### config.mk
export PLATFORM = sky130hd
export DESIGN_NAME = fetch_unit
export DESIGN_NICKNAME = d
export VERILOG_FILES = /design/src/rtl/fetch_unit.sv
export SDC_FILE = /design/constraint.sdc
export NUM_CORES = 1
export LEC_CHECK = 0
export ABC_AREA = 1
export CAP_MARGIN = 20
export CORE_AREA = 5 5 130 256
export DETAILED_ROUTE_END_ITERATION = 8
export DIE_AREA = 0 0 135 261
export PLACE_DENSITY_LB_ADDON = 0.12
export SLEW_MARGIN = 20
export SYNTH_ARGS = -nofsm -noshare
export SYNTH_HDL_FRONTEND = slang
export SYNTH_SLANG_ARGS = --single-unit
### constraint.sdc
create_clock -name clk -period 3.37 [get_ports clk]
set_input_delay 1.011 -clock clk [delete_from_list [all_inputs] [get_ports clk]]
set_output_delay 1.011 -clock clk [all_outputs]
set_load 0.005 [all_outputs]
### src/rtl/fetch_unit.sv
// Instruction-fetch stage: owns the pc, issues in-order imem reads and buffers returned words in a DEPTH-slot queue.
// Optional `FETCH_PERF_EN adds saturating fetch-bubble and redirect counters.
module fetch_unit #(
    parameter logic [31:0] PC_RESET = 32'h0000_0000,
    parameter int          DEPTH    = 2
) (
    input  logic        clk,
    input  logic        rstd,
    input  logic [5:0]  op_d,
    input  logic [1:0]  stop_d,
    input  logic [31:0] jump_pc,
    output logic        imem_req,
    output logic [31:0] imem_addr,
    input  logic        imem_ready,
    input  logic        imem_rvalid,
    input  logic [31:0] imem_rdata,
    output logic [31:0] pc_out,
    output logic [31:0] ins_out,
    output logic        ins_valid
`ifdef FETCH_PERF_EN
    ,
    output logic [31:0] perf_stall_cnt,
    output logic [31:0] perf_flush_cnt
`endif
);

    localparam int          PW        = $clog2(DEPTH);
    localparam int          CW        = $clog2(DEPTH + 1);
    localparam int          DW        = 8;
    localparam logic [31:0] NOP       = 32'hdc00_0000;
    localparam logic [5:0]  OP_HALT   = 6'b111111;
    localparam logic [1:0]  STOP_ADV  = 2'b00;
    localparam logic [1:0]  STOP_JUMP = 2'b11;

    logic [31:0]   pc_q, pc_d;
    logic [PW-1:0] head_q, head_d, tail_q, tail_d;
    logic [CW-1:0] used_q, used_d, nfill_q, nfill_d;
    logic [DW-1:0] drop_q, drop_d;
    logic          finish_q, finish_d;
    logic [31:0]   slot_pc_q  [DEPTH];
    logic [31:0]   slot_ins_q [DEPTH];

    logic          halt, redirect, active, has_head;
    logic          issue, pop, resp, fill;
    logic [CW-1:0] unfilled;
    logic [PW-1:0] fill_idx;

    // Slots head..head+nfill-1 are filled; the remaining allocated slots await data in order.
    assign halt     = (op_d == OP_HALT);
    assign redirect = (stop_d == STOP_JUMP);
    assign active   = !finish_q && !halt;
    assign unfilled = used_q - nfill_q;
    assign has_head = (nfill_q != '0);
    assign fill_idx = head_q + PW'(nfill_q);

    assign imem_req  = rstd && !finish_q && (used_q < CW'(DEPTH)) && !redirect && !halt;
    assign imem_addr = pc_q;
    assign issue     = imem_req && imem_ready;
    assign pop       = active && !redirect && (stop_d == STOP_ADV) && has_head;
    assign resp      = imem_rvalid && active && ((drop_q != '0) || (unfilled != '0));
    assign fill      = resp && !redirect && (drop_q == '0);

    assign ins_valid = has_head && !finish_q;
    assign ins_out   = ins_valid ? slot_ins_q[head_q] : NOP;
    assign pc_out    = slot_pc_q[head_q];

    always_comb begin
        // NOTE: every next-state signal gets a default first so no path can infer a latch.
        pc_d     = pc_q;
        head_d   = head_q;
        tail_d   = tail_q;
        used_d   = used_q;
        nfill_d  = nfill_q;
        drop_d   = drop_q;
        finish_d = finish_q;
        if (finish_q) begin
            finish_d = 1'b1;
        end else if (halt) begin
            finish_d = 1'b1;
            head_d   = tail_q;
            used_d   = '0;
            nfill_d  = '0;
        end else if (redirect) begin
            // A response arriving now belongs to an unfilled slot or an earlier drop, so it retires one.
            pc_d    = jump_pc;
            head_d  = tail_q;
            used_d  = '0;
            nfill_d = '0;
            drop_d  = drop_q + DW'(unfilled) - DW'(resp);
        end else begin
            if (issue) begin
                tail_d = tail_q + PW'(1);
                pc_d   = pc_q + 32'd4;
            end
            if (pop) begin
                head_d = head_q + PW'(1);
            end
            used_d  = used_q + CW'(issue) - CW'(pop);
            nfill_d = nfill_q + CW'(fill) - CW'(pop);
            if (resp && (drop_q != '0)) begin
                drop_d = drop_q - DW'(1);
            end
        end
    end

    // NOTE: state registers use non-blocking assignments so every flop samples pre-edge values.
    always_ff @(posedge clk or negedge rstd) begin
        if (!rstd) begin
            pc_q     <= PC_RESET;
            head_q   <= '0;
            tail_q   <= '0;
            used_q   <= '0;
            nfill_q  <= '0;
            drop_q   <= '0;
            finish_q <= 1'b0;
        end else begin
            pc_q     <= pc_d;
            head_q   <= head_d;
            tail_q   <= tail_d;
            used_q   <= used_d;
            nfill_q  <= nfill_d;
            drop_q   <= drop_d;
            finish_q <= finish_d;
        end
    end

    // NOTE: slot pcs are reset because pc_out must read 0 in reset; slot words are masked by ins_valid and need none.
    always_ff @(posedge clk or negedge rstd) begin
        if (!rstd) begin
            for (int i = 0; i < DEPTH; i++) begin
                slot_pc_q[i] <= '0;
            end
        end else if (issue) begin
            slot_pc_q[tail_q] <= pc_q;
        end
    end

    always_ff @(posedge clk) begin
        if (fill) begin
            slot_ins_q[fill_idx] <= imem_rdata;
        end
    end

`ifdef FETCH_PERF_EN
    logic [31:0] stall_cnt_q, flush_cnt_q;

    always_ff @(posedge clk or negedge rstd) begin
        if (!rstd) begin
            stall_cnt_q <= '0;
            flush_cnt_q <= '0;
        end else begin
            if ((stop_d == STOP_ADV) && !finish_q && !has_head && (stall_cnt_q != '1)) begin
                stall_cnt_q <= stall_cnt_q + 32'd1;
            end
            if (active && redirect && (flush_cnt_q != '1)) begin
                flush_cnt_q <= flush_cnt_q + 32'd1;
            end
        end
    end

    assign perf_stall_cnt = stall_cnt_q;
    assign perf_flush_cnt = flush_cnt_q;
`endif

endmodule

== Word-level counts from Yosys, hierarchy flattened ==
Memories as Yosys holds them, arrays and structs flattened.
Index checks and enable logic that the tools add are counted.

* $add $sub $neg: 12
* Order comparisons: 4
* Equality and inequality tests: 2
* Multiplexer cells: 22
* Bitwise gates (word level): 5
* Reduce and logical (&&, ||, !) cells: 32

{| class="wikitable"
|+ Operator list
! cell !! count
|-
| 32-bit 2-to-1 mux || 7
|-
| 64-bit bitwise mux || 1
|-
| 32-bit by 3-bit adder with 32-bit output (second input constant) || 1
|-
| 32-bit demux with 1-bit select || 1
|-
| 1-bit logical AND || 16
|-
| 8-bit 2-to-1 mux || 2
|-
| 8-bit by 2-bit adder with 8-bit output || 1
|-
| 8-bit zero test || 1
|-
| 2-bit 2-to-1 mux || 4
|-
| 2-bit nonzero test || 4
|-
| 8-bit nonzero test || 1
|-
| 8-bit by 1-bit subtractor with 8-bit output || 1
|-
| 8-bit by 1-bit subtractor with 8-bit output (second input constant) || 1
|-
| 1-bit 2-to-1 mux || 7
|-
| 6-bit equality test (second input constant) || 1
|-
| 3-bit AND reduction || 2
|-
| 2-bit by 1-bit adder with 2-bit output || 2
|-
| 2-bit greater-or-equal comparator (second input constant) || 2
|-
| 1-bit inverter with 2-bit output || 2
|-
| 4-bit AND reduction || 1
|-
| 2-bit by 1-bit subtractor with 2-bit output || 2
|-
| 1-bit zero test || 3
|-
| 1-bit inverter || 3
|-
| 3-bit nonzero test || 1
|-
| other kinds (9) || 10
|}

* Register bits after elaboration: 111
* Memory bits (writable): 64
* Input port bits: 76
* Memories kept: 1

{| class="wikitable"
|+ Memories
! name !! depth !! bits a word !! read ports !! clocked after memory_dff !! write ports !! RTL line !! text
|-
| slot_ins_q || 2 || 32 || 1 || 0 || 1 || 41 || <nowiki>logic [31:0] slot_ins_q [DEPTH];</nowiki>
|}

== Depth between registers and ports, before layout ==
Gate-level depths: netlist of run 1.

* Depth after elaboration: 11
* Gate-level depth with buffers: 18
* Mapped depth without buffers: 18

== Worst setup path before layout of run 1 ==
OpenSTA, ideal clock, no wires.

* Kind: input to register
* From: input port stop_d[0]
* To: memory slot_ins_q[0][0], enable pin
* Library setup time: 0.421 ns
* Arrival time: 3.124 ns
* Required time: 2.949 ns
* Slack: -0.176 ns
* Stages on the path: 5
* Buffers on the path: 2
* Path through: nand2_1 > buf_2 > clkbuf_1 > nand4_1 > nor2_1

* Cells in the longest elaborated chain, start to end: 6

{| class="wikitable"
|+ Ends and longest elaborated chain
! element !! RTL line !! text
|-
| from (decl) || 10 || <nowiki>input logic [1:0] stop_d,</nowiki>
|-
| 2-bit equality test || 50 || <nowiki>assign redirect = (stop_d == STOP_JUMP);</nowiki>
|-
| 1-bit zero test || 61 || <nowiki>assign fill = resp && !redirect && (drop_q == '0);</nowiki>
|-
| 1-bit logical AND (2 in a row) || 61 ||
|-
| 1-bit 2-to-1 mux || 139 || <nowiki>if (fill) begin</nowiki>
|-
| 1-bit 2-to-1 mux (not written as such) || 140 || <nowiki>slot_ins_q[fill_idx] <= imem_rdata;</nowiki>
|-
| to (decl) || 41 ||
|}

No other way between the ends.

== Worst setup path in the final report of run 1 ==
* From: input port op_d[4]
* To: output port imem_req

* Cells in the longest elaborated chain, start to end: 3

{| class="wikitable"
|+ Ends and longest elaborated chain
! element !! RTL line !! text
|-
| from (decl) || 9 || <nowiki>input logic [5:0] op_d,</nowiki>
|-
| 6-bit equality test || 49 || <nowiki>assign halt = (op_d == OP_HALT);</nowiki>
|-
| 1-bit zero test || 56 || <nowiki>assign imem_req = rstd && !finish_q && (used_q < CW'(DEPTH)) && !redirect && !halt;</nowiki>
|-
| 1-bit logical AND || 56 ||
|-
| to (decl) || 12 || <nowiki>output logic imem_req,</nowiki>
|}

No other way between the ends.

==> results of run 1 <==
placed cells by master, fill, tap and decap left out, types with 4 or more instances in the layout:
cell type        count
nor2_1             108
clkbuf_16           17
nand2_1            440
dfrtp_1            110
nand3b_1            10
nand3_1             54
a21oi_1             33
xor2_1               6
xnor2_1              4
ha_1                23
buf_4               19
nand4_1              8
clkdlybuf4s50_1    171
edfxtp_1            64
o21ai_1             30
inv_1              132
o21ai_0             79
cell usage after synthesis, types with 2 or more instances:
library cell	number	share of area (%)
buf_1	2	0.082
nor2_1	112	4.6
ha_1	23	3.1
o21ai_1	30	1.6
or2_2	2	0.14
nand4_1	8	0.55
clkbuf_1	25	1.0
a21oi_1	33	1.8
and2_1	2	0.14
nand3_1	54	2.9
nor3_1	3	0.16
inv_1	132	5.4
buf_2	17	0.93
mux2_2	2	0.25
edfxtp_1	64	21
xnor2_1	4	0.38
dfrtp_1	111	30
o21ai_0	79	4.3
xor2_1	6	0.57
nand2_1	441	18
buf_4	5	0.41
o211ai_1	3	0.25
a31oi_1	3	0.20
inv_2	3	0.12
nand3b_1	10	0.82
power breakdown:
group	internal (mW)	switching [mW]	leakage (nW)
Clock	1.10	0.905	0.277
Sequential	2.21	0	1.85
Combinational	0.0909	0.0839	3.41
Total	3.40	0.989	5.54
worst register-to-register path: stages, from the launching register on:
cell     delay [ps]
dfrtp_1         430
inv_1           190
ha_1            220
nand2_1          60
inv_1            50
nand2_1         100
o21a_1          210
ha_1            260
inv_1            60
ha_1            150
inv_1            60
fa_1            370
inv_1           110
nand2_1          80
a21oi_1         150
o21ai_0         100
nand2_1          60
o21ai_0          80
worst paths after layout:
kind | start | endpoint | slack (ps) | depth (start not counted)
min in group asynchronous | rstd | slot_pc_q[44] | 800 | 2
max in group asynchronous | rstd | slot_pc_q[57] | 1280 | 3
min reg2reg | slot_pc_q[19] | slot_pc_q[19] | 500 | 2
min | slot_pc_q[19] | slot_pc_q[19] | 500 | 2
max | op_d[4] | imem_req | 160 | 7
max reg2reg | drop_q[5] | drop_q[4] | 500 | 17
area by class of cell:
| class | instances | area (µm²) | area share, % |
|---|---|---|---|
| multi-input cells | 822 | 3760 | 31.3 |
| flip-flops and latches | 175 | 4700 | 39.1 |
| repair buffers | 195 | 1950 | 16.2 |
| clock buffers | 17 | 425 | 3.53 |
| clock inverters | 15 | 160 | 1.33 |
| well taps | 423 | 529 | 4.40 |
| inverters | 135 | 507 | 4.21 |
repair_timing:
item | CTS | global route
setup endpoints to repair | 1 | 0
gates resized for setup | 1 | 0
hold buffers | 0 | 0
kinds of logic after synthesis:
family	share of synthesized area [%]
and+or+nand+nor	27.6
buffers and inverters	7.97
DFF	51.3
AOI/OAI and AO/OA	8.60
adders and majority gates	3.36
xor gates and xnor gates	0.955
muxes	0.246
state kept, by name (all words and copies together), names as in the netlist:
name,cells
nfill_q,2
slot_ins_q,64
drop_q,8
imem_addr,32
head_q,1
used_q,2
slot_pc_q,64
tail_q,1
finish_q,1
through the flow:
| step | utilization (%) | setup TNS [ps] | instances |
|---|---|---|---|
| final | 38.6 | 0 | 1782 |
| after global routing | 38.6 | 0 | 1782 |
| after CTS | 38.5 | 0 | 1781 |
| after detailed placement | 36.6 | -269 | 1749 |
| after global placement | 36.6 | -243 | 1749 |
| after floorplan | - | -11230 | 1181 |
routing by layer:
| metal | track usage [%] | wire length (µm) |
|---|---|---|
| met4 | 5.13 | 523 |
| met5 | 0 | 0 |
| met3 | 3.96 | 1360 |
| met2 | 27.5 | 13900 |
| met1 | 19.9 | 12000 |
==> reports/metrics.yaml, run 1 <==
clockRootBuffer: "clkbuf_16"
status: "completed"
drive_gt1_share_pct: 4.86
drc: 0
insertion_delay_ps: 440
drt-total-wl_mm: 27.8
synth_ff_type: "dfrtp_1"
post-route-min-period_ps: 3210
maxSlewViolCount: 0
ant_nets: 0
slew_headroom_pct: 43.8
syn-num-nets: 1281
cp_slowest_cell: "clkdlybuf4s50_1"
cellLeakagePower_nw: 5.54
cp.arrival_ps: 2200
grt_max_degree: 67
die_area_um2: 35200
grt.overflow.total: 0
rsz0062_at_grt: "no"
ir_drop_v: 0.000313
fin_crit_sh_pct: 95.2
preCtsSetupSlack_ps: -148
crit_fanout: 2
synth-seq-area-share_pct: 51.3
synthesis.area_per_instance_um2: 7.76
finalSetupViolCount: 0
cts_htree_levels: 4
hold_viol: 0
postPlaceCellArea_um2: 11400
critical_path_class: "in -> out"
path_delay_family: "buffers and inverters"
maxCapViolCount: 0
synth_edf_count: 64
grt_antenna_before_repair: 0
skew_ps: 8.58
cts_sinks: 175
ios: 174
ys.warnings.count: 0
worst_path_most_repeated_cell: "nand2_1"
place_hpwl_mm: 19.5
cts_setup_buffers: 0
clk_pin_slew_worst_paths_ps: 70
crit_path_end_kind: "output port"
design_area_um2: 12000
fin_ws_ps: 160
ys_ff_latch: 175
cts_buffer_depth: 2
ys_async_sr_fraction_pct: 63.4
worst_slew_pin_slew_ps: 843
detail_route.wl_per_cell_um: 15.6
drtPass1Iterations: 5
crit_chain: "clkdlybuf4s50_1 -> nand2_1 -> nor2_1 -> nand2_1 -> buf_4 -> and2_1 -> dlygate4sd2_1"
initial_core_util_pct: 29.4
via_per_inst: 4.50
final_nets: 1446
port_buffers: 173
syn_area_um2: 9170
grt_pass1_vias: 8118
grt_pass1_wl_mm: 43.9
track_usage_pct: 16.1
num_rows: 92
cts_buffers: 17
postSynthCellCount: 1181
p_per_area_nw_per_um2: 364
required_ps: 2360
n_antenna_cell: 0
cts_tree: "done"
num_vias: 8016
fill_cells: 3245
yosysUniqueCellTypes: 32
power.total_mw: 4.39
die_h_um: 261
gp_congestion: 0.812
cp.buffers_inverters: 3
slowest_delay_ps: 450
die_x_um: 135
whs_ps: 499
min_path_type: "reg -> reg"
area_growth_pct: 31.3
drtIter0Drc: 335
max_freq_mhz: 312
startpoint_type: "input pin"
core_area_um2: 31200
(Power assumes the default switching activity.)
==> run 2, diff against run 1 <==
Settings changed: ABC_AREA 1 to 0, CORE_AREA 5 5 130 256 to 5 5 127 249, DIE_AREA 0 0 135 261 to 0 0 132 254.
==> run 2 against run 1 <==
Hold slack improved by 5.0 ps. Register-to-register slack worse by 250 ps. Critical path depth up 7. Synthesized cell count is 39% lower. Synthesized area down 5.5%. Final cell count fell by 27%. Worst setup slack worse by 120 ps. Via count is 19% lower. Flip-flop and latch count unchanged. Sequential share of layout area rose by 1.1 points. Critical endpoint is now drop_q[4]. Clock skew rose by 0.54 ps. Combinational power up 27%.
==> reports/metrics.yaml, run 2 <==
final_common_cell: "clkdlybuf4s50_1"
postPlaceCellArea_um2: 11100
finalSetupViolCount: 0
min_from: "slot_pc_q[9]"
startpoint_type: "input pin"
drt-total-wl_mm: 25.1
ios: 174
cellLeakagePower_nw: 4.80
ys_async_sr_fraction_pct: 63.4
cts_buffer_depth: 2
ctsHoldBuffers: 0
clk_pin_slew_worst_paths_ps: 70
via_per_inst: 4.98
maxSlewViolCount: 0
fin_crit_sh_pct: 98.7
grt.overflow.total: 0
grt.busiest_layer: "met2"
syn_area_um2: 8670
required_ps: 3680
cp_slowest_cell: "clkdlybuf4s50_1"
die_x_um: 132
whs_path_depth: 1
worstReg2RegStart: "drop_q[2]"
final_nets: 1023
port_buffers: 173
r2r_cells: 14
p_switching_mw: 1.02
ys_ff_latch: 175
n_antenna_cell: 0
holdPathEnd: "slot_pc_q[9]"
max_freq_mhz: 301
cts_htree_levels: 4
utilization_pct: 39.6
drive_gt1_share_pct: 21.5
design_area_um2: 11700
die_area_um2: 33500
ir_drop_v: 0.000334
seqPwrFrac_pct: 50.2
skew_ps: 9.12
cp.arrival_ps: 3630
grt_pass1_wl_mm: 38.7
rsz0062_at_grt: "yes"
status: "completed"
p_sw_share_pct: 23.2
slowest_delay_ps: 460
grtUsageMet2_pct: 28.4
post-route-min-period_ps: 3320
mostFrequentLayoutCells: "171 x clkdlybuf4s50_1, 110 x dfrtp_1, 97 x mux2_2, 64 x edfxtp_1, 51 x nand2_1"
grt_antenna_before_repair: 0
track_usage_pct: 14.9
min_path_type: "reg -> reg"
place_hpwl_mm: 18.3
gp_congestion: 0.803
area_growth_pct: 35.0
crit_chain: "clkdlybuf4s50_1 -> nand4_1 -> o21a_4 -> o211a_1 -> ha_1 -> inv_1 -> ha_2 -> inv_1 -> fa_2 -> nand2b_4 -> a21oi_4 -> nor3_1 -> o31ai_1 -> a22oi_1"
cts_tree: "done"
ys.warnings.count: 0
num_rows: 89
core_area_um2: 29500
hold_viol: 0
worst_path_most_repeated_cell: "inv_1"
pwr-share-clk_pct: 44.7
cts_sinks: 175
ant_nets: 0
grt_pass1_vias: 6727
synthMostInstantiatedCell: "dfrtp_1"
synth_top_cell_by_area: "dfrtp_1"
detail_route.wl_per_cell_um: 19.3
slew_headroom_pct: 44.3
die_h_um: 254
worst_slew_pin_slew_ps: 824
p_int_mw: 3.38
drtIter0Drc: 232
use_met1_pct: 15.9
postSynthCellCount: 726
ff2ff_setup_slack_ps: 250
initial_core_util_pct: 29.4
p_comb_share_pct: 5.0
insertion_delay_ps: 440
ys_top_cells_by_count: "111 x dfrtp_1, 97 x mux2_2, 64 x edfxtp_1"
synth_area_leaders: "dfrtp_1 32%, edfxtp_1 22%, mux2_2 13%, mux2i_1 4.2%, ha_1 3.3%"
synth_edf_count: 64
synthesis.area_per_instance_um2: 11.9
synth-seq-area-share_pct: 54.2
cts_buffers: 17
maxCapViolCount: 0
p_per_area_nw_per_um2: 376
critical_path_class: "in -> reg"
r2r_end: "drop_q[4]"
grt_max_degree: 105
drtPass1Iterations: 6
crit_fanout: 3
yosysTopAreaCellShare_pct: 32.1
num_vias: 6475
syn-num-nets: 826
drc: 0
yosysUniqueCellTypes: 69
use_met3_pct: 3.55
clockRootBuffer: "clkbuf_16"
synth_ff_type: "dfrtp_1"
crit_path_end_kind: "flip-flop"
==> run 2: cell count changes in the layout (fill, tap and decap cells not counted), moves of 29 or more <==
| cell | change |
|---|---|
| nor2_1 | -59 |
| nand2_1 | -389 |
| o21ai_0 | -46 |
| inv_1 | -108 |
| nand3_1 | -38 |
| o21ai_1 | -29 |
| mux2i_1 | +36 |
| mux2_2 | +95 |
==> run 2: stage by stage <==
stage	std cells	hold slack [ps]	power (mW)	setup slack, ps	TNS (ps)
floorplan	726	474	2.32	121	0
global placement	1266	481	2.48	-416	-1470
detailed placement	1266	487	2.48	-501	-1910
CTS	1299	505	4.47	5.13	0
global route	1300	515	4.57	-36.0	-36.0
finish	1300	504	4.40	45.2	0
==> run 2: cell families (layout without fill, tap and decap cells) <==
logic type,Yosys count,in the layout,synth area share [%]
simple gates,185,185,11.1
flops,175,175,54.2
compound gates,139,139,10.2
mux,133,133,16.8
buf+inv,62,272,3.32
fa+ha+maj,24,24,3.55
xor+xnor,8,8,0.809
==> run 2: area by class of cell <==
cell class / instances / area (µm²)
Clock inverter: 13 / 126
Timing Repair Buffer: 213 / 2130
Multi-Input combinational cell: 489 / 3740
Clock buffer: 19 / 444
Fill cell: 2919 / 17800
Tap cell: 364 / 455
Inverter: 27 / 101
Sequential cell: 175 / 4700
==> run 2: timing repair <==
item | CTS | global route
resized for setup | 6 | 6
setup buffers | 1 | 1
endpoints found under the setup margin | 2 | 3
gates cloned | 0 | 0
endpoints found under the hold margin | 0 | 0
pin swaps | 4 | 5
==> run 2: how the worst max path moves through the flow <==
stage | to | slack, ps | startpoint
2_1_floorplan | drop_q[4] | 120 | op_d[3]
3_3_place_gp | drop_q[4] | -420 | op_d[2]
3_5_place_dp | drop_q[4] | -500 | op_d[1]
4_1_cts | imem_req | 5 | op_d[0]
5_1_grt | drop_q[4] | -40 | op_d[1]
6_report | drop_q[4] | 50 | op_d[1]
==> run 2: power by group through the flow <==
stage	logic (mW)	clock network, mW	registers (mW)
floorplan	0.0731	0	2.25
global placement	0.225	0	2.26
detailed placement	0.225	0	2.26
CTS	0.227	2.03	2.21
global route	0.242	2.12	2.21
finish	0.222	1.97	2.21
==> run 2: worst max-delay path: cells and delay by family <==
kind	cells	cell delay (ps)
and+or+nand+nor	3	370
AOI/OAI and AO/OA	5	910
adders and majority gates	3	760
buffers and inverters	3	570
==> run 2: routing by layer <==
| metal | vias up | routed length [µm] | part of all wire (%) |
|---|---|---|---|
| met4 | 0 | 438 | 1.7 |
| met2 | 156 | 14000 | 56 |
| li1 | 3072 | - | - |
| met3 | 24 | 1160 | 4.6 |
| met1 | 3223 | 9530 | 38 |
| met5 | - | 0 | 0 |
